===== src/rtl/alu_sequencer.sv =====
// alu_sequencer: fetch/decode/execute/writeback controller for a 4-bit ALU.
// Each instruction is an 8-bit word {opcode, imm} read from a synchronous ROM
// and takes exactly four cycles. The ALU is external and registers its result
// at the end of the EXEC cycle; the sequencer consumes it during WB.
module alu_sequencer #(
    parameter int                ADDR_W   = 4,
    parameter logic [ADDR_W-1:0] RESET_PC = '0
) (
    input  logic              CLK,
    input  logic              RST_N,
    input  logic              RUN,
    output logic [ADDR_W-1:0] ROM_ADDR,
    output logic              ROM_EN,
    input  logic [7:0]        ROM_DATA,
    output logic [3:0]        ALU_INST,
    output logic [3:0]        ALU_IN1,
    output logic [3:0]        ALU_IN2,
    input  logic [3:0]        ALU_OUT,
    input  logic              ALU_C,
    output logic [3:0]        REG_A,
    output logic [3:0]        REG_B,
    output logic [3:0]        OUT_PORT,
    output logic              CARRY,
    output logic              BUSY
);

    typedef enum logic [1:0] {
        S_FETCH  = 2'd0,
        S_DECODE = 2'd1,
        S_EXEC   = 2'd2,
        S_WB     = 2'd3
    } state_t;

    localparam logic [3:0] OP_JNC = 4'h0;
    localparam logic [3:0] OP_LDA = 4'h1;
    localparam logic [3:0] OP_LDB = 4'h2;
    localparam logic [3:0] OP_OUT = 4'h3;

    state_t            state_q, state_d;
    logic [ADDR_W-1:0] pc_q, pc_d;
    logic [7:0]        ir_q, ir_d;
    logic [3:0]        a_q, a_d;
    logic [3:0]        b_q, b_d;
    logic [3:0]        out_q, out_d;
    logic              carry_q, carry_d;
    logic [3:0]        inst_q, inst_d;
    logic [3:0]        in1_q, in1_d;
    logic [3:0]        in2_q, in2_d;
    logic              busy_q, busy_d;

    logic [3:0]        op;
    logic [ADDR_W-1:0] imm_ext;
    logic [ADDR_W-1:0] pc_inc;

    assign op      = ir_q[7:4];
    assign imm_ext = ADDR_W'(ir_q[3:0]);
    assign pc_inc  = pc_q + ADDR_W'(1);

    // Next-state and next-output logic for the four-phase instruction cycle.
    always_comb begin
        state_d = state_q;
        pc_d    = pc_q;
        ir_d    = ir_q;
        a_d     = a_q;
        b_d     = b_q;
        out_d   = out_q;
        carry_d = carry_q;
        // ALU controls default to zero so the ALU holds in every non-EXEC cycle
        inst_d  = '0;
        in1_d   = '0;
        in2_d   = '0;
        unique case (state_q)
            S_FETCH: begin
                if (RUN) state_d = S_DECODE;
            end
            S_DECODE: begin
                // ROM word is valid now; ALU operands are set up from it so
                // they appear registered for the whole EXEC cycle.
                ir_d    = ROM_DATA;
                state_d = S_EXEC;
                inst_d  = ROM_DATA[7:4];
                case (ROM_DATA[7:4])
                    OP_JNC: ;
                    OP_LDA, OP_LDB: in1_d = ROM_DATA[3:0];
                    OP_OUT: in1_d = a_q;
                    default: begin
                        in1_d = a_q;
                        in2_d = ROM_DATA[4] ? b_q : ROM_DATA[3:0];
                    end
                endcase
            end
            S_EXEC: begin
                state_d = S_WB;
            end
            S_WB: begin
                state_d = S_FETCH;
                if (op == OP_JNC) begin
                    pc_d = carry_q ? pc_inc : imm_ext;
                end else begin
                    pc_d    = pc_inc;
                    carry_d = ALU_C;
                    case (op)
                        OP_LDA:  a_d   = ALU_OUT;
                        OP_LDB:  b_d   = ALU_OUT;
                        OP_OUT:  out_d = ALU_OUT;
                        default: a_d   = ALU_OUT;
                    endcase
                end
            end
        endcase
        busy_d = (state_d != S_FETCH);
    end

    // State, architectural registers and registered ALU/status outputs.
    always_ff @(posedge CLK or negedge RST_N) begin
        if (!RST_N) begin
            state_q <= S_FETCH;
            pc_q    <= RESET_PC;
            ir_q    <= '0;
            a_q     <= '0;
            b_q     <= '0;
            out_q   <= '0;
            carry_q <= 1'b0;
            inst_q  <= '0;
            in1_q   <= '0;
            in2_q   <= '0;
            busy_q  <= 1'b0;
        end else begin
            state_q <= state_d;
            pc_q    <= pc_d;
            ir_q    <= ir_d;
            a_q     <= a_d;
            b_q     <= b_d;
            out_q   <= out_d;
            carry_q <= carry_d;
            inst_q  <= inst_d;
            in1_q   <= in1_d;
            in2_q   <= in2_d;
            busy_q  <= busy_d;
        end
    end

    // ROM strobe follows RUN directly so the first fetch after reset release
    // is issued without a dead cycle; forced low while reset is asserted.
    assign ROM_EN   = RST_N && (state_q == S_FETCH) && RUN;
    assign ROM_ADDR = pc_q;
    assign ALU_INST = inst_q;
    assign ALU_IN1  = in1_q;
    assign ALU_IN2  = in2_q;
    assign REG_A    = a_q;
    assign REG_B    = b_q;
    assign OUT_PORT = out_q;
    assign CARRY    = carry_q;
    assign BUSY     = busy_q;

endmodule


===== config.mk =====
export PLATFORM = sky130hd
export DESIGN_NAME = alu_sequencer
export DESIGN_NICKNAME = d
export VERILOG_FILES = /design/src/rtl/alu_sequencer.sv
export SDC_FILE = /design/constraint.sdc
export NUM_CORES = 1
export LEC_CHECK = 0
export CAP_MARGIN = 0
export CORE_ASPECT_RATIO = 0.6
export CORE_MARGIN = 3
export CORE_UTILIZATION = 45
export CTS_CLUSTER_SIZE = 40
export DETAILED_ROUTE_END_ITERATION = 6
export GPL_ROUTABILITY_DRIVEN = 0
export PLACE_DENSITY = 0.76
export SLEW_MARGIN = 20
export SYNTH_ARGS = -nofsm -noshare
export SYNTH_HDL_FRONTEND = slang
export SYNTH_SLANG_ARGS = --single-unit

===== constraint.sdc =====
create_clock -name CLK -period 3.5 [get_ports CLK]
set_clock_uncertainty 0.2 [all_clocks]
set_input_delay 0.35 -clock CLK [delete_from_list [all_inputs] [get_ports CLK]]
set_output_delay 0.35 -clock CLK [all_outputs]
set_load 0.03 [all_outputs]

==> reports/qor.yml <==
outcome:
  status: "finished clean"
timing:
  post-route-min-period_ps: 2404
  worst_pin_slew_ps: 655.2
  max_freq_mhz: 415.9
  fin_crit_sh_pct: 68.70
  fin_tns_setup_ps: 0
  rsz0062_at_grt: "no"
  max_slew_margin_pct: 55.71
  layout_setup_ws_ps: 1096
  maxSlewViolCount: 0
  report.final.setup_viol: 0
  whs_ps: 304.9
  final_hold_viol_count: 0
cells_and_area:
  drive_gt1_share_pct: 15.98
  syn_to_final_growth_pct: 33.85
  nets: 214
  final_core_util_pct: 63.93
  antennaDiodeCount: 0
floorplanning:
  rows: 17
  die-area_sq_um: 4766
  core_sq_um: 3722
  initial_core_util_pct: 47.76
  ios: 47
  die_height_microns: 54.69
  die_w_microns: 87.15
drt:
  vias_per_cell: 5.527
  ant_nets: 0
  drt_iter0_markers: 88
  vias: 1332
  wl_per_cell_microns: 17.93
  drc_errors: 0
  dr.pass1.iters: 4
  routed_wl_microns: 4322
global_route:
  grt_pass1_vias: 1349
  grt_pass1_wl_microns: 6989
  antenna_found_initial: 0
  grt_use_total_pct: 20.12
  grt_overflow: 0
  grt_max_degree: 41
yosys:
  synth_xor_area_share_pct: 0
  synth_area_leaders: "dfrtp_1 56%, mux2_2 13%, ha_1 3.5%"
  synth_area_sq_um: 1778
  ys_seq_area_share_pct: 56.30
  yosysTopAreaCell: "dfrtp_1"
  async_reset_ff_share_pct: 100.0
  synth.most_common_cell: "dfrtp_1"
  synthSimpleGateAreaFrac_pct: 12.74
  synthAdderAreaFrac_pct: 3.519
  ys_top_cells_by_count: "40 x dfrtp_1, 21 x mux2_2, 9 x and2_1, 9 x nor2_1, 6 x inv_1"
  synth_top_family_by_area: "multiplexers"
  ys_warn_count: 0
  synth.top_cell.area_share_pct: 56.30
  synth_compound_area_share_pct: 9.500
  ys.flop_type: "dfrtp_1"
  synth_fp_nets: 164
  synthCells: 143
  synth-edff-count: 0
  synth_cell_types: 32
  ys_ff_latch: 40
  syn_area_per_cell_sq_um: 12.43
  muxShareOfSynthArea_pct: 15.55
clock_tree:
  cts_buffers: 5
  clk_path_buf_depth: 2
  clk-insertion-delay-late_ps: 280
  cts.sinks: 40
  htree_levels: 2
  post_cts_buffers: 0
  cts_tree: "built"
  clkTransAtPathRegs_ps: 70
  root_buffer: "clkbuf_8"
power:
  power_density_nw_per_um2: 948.0
  ir_drop_mv: 0.5696
  finalPower_uw: 2256
  p_leak_uw: 0.001016
place:
  port_buffers: 46
  dp_hpwl_microns: 3129
  dp_slack_ps: 1076
setup_path:
  cp-end-kind: "primary output"
  cp_top_family: "buffers and inverters"
  cp.arrival_ps: 1850
  critPathMaxFanout: 2
  crit_chain: "dlygate4sd3_1 > buf_2 > and3_1 > clkdlybuf4s50_1"
  critPathKind: "in2out"
  worst_setup_path_start_kind: "input pin"
  slowest_stage: "clkdlybuf4s50_1"
  cp_data_required_time_ps: 2950
  slowest_delay_ps: 670
  crit_buf_inv: 3
min_path:
  hp-class: "reg2reg"
job:
  drv_cap: 0
worst register-to-register path, cell delays in order (launching register included):
cell and delay [ps]:
dfrtp_1 430, or4_1 680, nand2_1 130, mux2_2 330
report_power, final:
part	internal (uW)	switching (uW)
Combinational	513	590
Clock	161	155
Sequential	664	173
final timing paths:
check	start	end	slack, ps	cells past startpoint
max in group asynchronous	RST_N	REG_B[3]$_DFFE_PN0P_	2230	3
max	RST_N	ROM_EN	1100	4
max reg2reg	ir_q[5]$_DFFE_PN0P_	CARRY$_DFFE_PN0P_	1620	3
min reg2reg	OUT_PORT[2]$_DFFE_PN0P_	OUT_PORT[2]$_DFFE_PN0P_	300	1
min in group asynchronous	RST_N	ROM_ADDR[3]$_DFFE_PN0P_	510	3
min	OUT_PORT[2]$_DFFE_PN0P_	OUT_PORT[2]$_DFFE_PN0P_	300	1
layer usage:
| metal | track usage, % | up-vias | routed length (microns) |
|---|---|---|---|
| met2 | 29.22 | 55 | 1887 |
| met1 | 28.22 | 653 | 2036 |
| met4 | 8.929 | 0 | 65 |
| met5 | 0 | - | 0 |
| met3 | 5.564 | 8 | 333 |
| li1 | - | 616 | - |
layout make-up:
class                   instances  area, sq um
fillers                       287         1343
repair buffers                 48        473.0
multi-input cells              92        734.5
well taps                      47        58.81
clock buffers                   8        90.09
flip-flops and latches         40         1001
inverters                       6        22.52
placed cells by master, fill, tap and decap left out, drive strengths merged, types with 3 or more instances in the layout:
| cell type | netlist | final |
|---|---|---|
| inv | 6 | 6 |
| a22oi | 5 | 5 |
| a21boi | 4 | 4 |
| ha | 5 | 5 |
| o21ai | 6 | 6 |
| nor2 | 9 | 9 |
| clkbuf | 4 | 8 |
| mux2 | 21 | 21 |
| dfrtp | 40 | 40 |
| clkdlybuf4s50 | 0 | 45 |
| and2 | 9 | 9 |
| nand2 | 3 | 3 |
| nor4b | 5 | 5 |
| mux2i | 4 | 4 |
cell families (layout without fill, tap and decap cells):
kind of cell / Yosys count / count (layout)
AOI/OAI and AO/OA: 24 / 24
adders and majority gates: 5 / 5
buffers and inverters: 11 / 62
DFF: 40 / 40
muxes: 25 / 25
and+or+nand+nor: 38 / 38
repair_timing:
action,4_1_cts,5_1_grt
hold endpoints to repair,30,0
hold buffers,1,0
resized for setup,0,0
metrics by stage:
step                      std cells  cell area (sq um)
after global placement          232               2280
after detailed placement        232               2280
after floorplan                 143               1778
after global routing            241               2380
final                           241               2380
after CTS                       241               2380
sequential cells by signal, summed over array words and instances (netlist names):
signal,flops
ROM_ADDR,4
REG_B,4
BUSY,1
ALU_IN1,4
ALU_INST,4
ir_q,8
CARRY,1
ALU_IN2,4
OUT_PORT,4
REG_A,4
state_q,2
No activity file was read; power rests on OpenSTA's default activity.
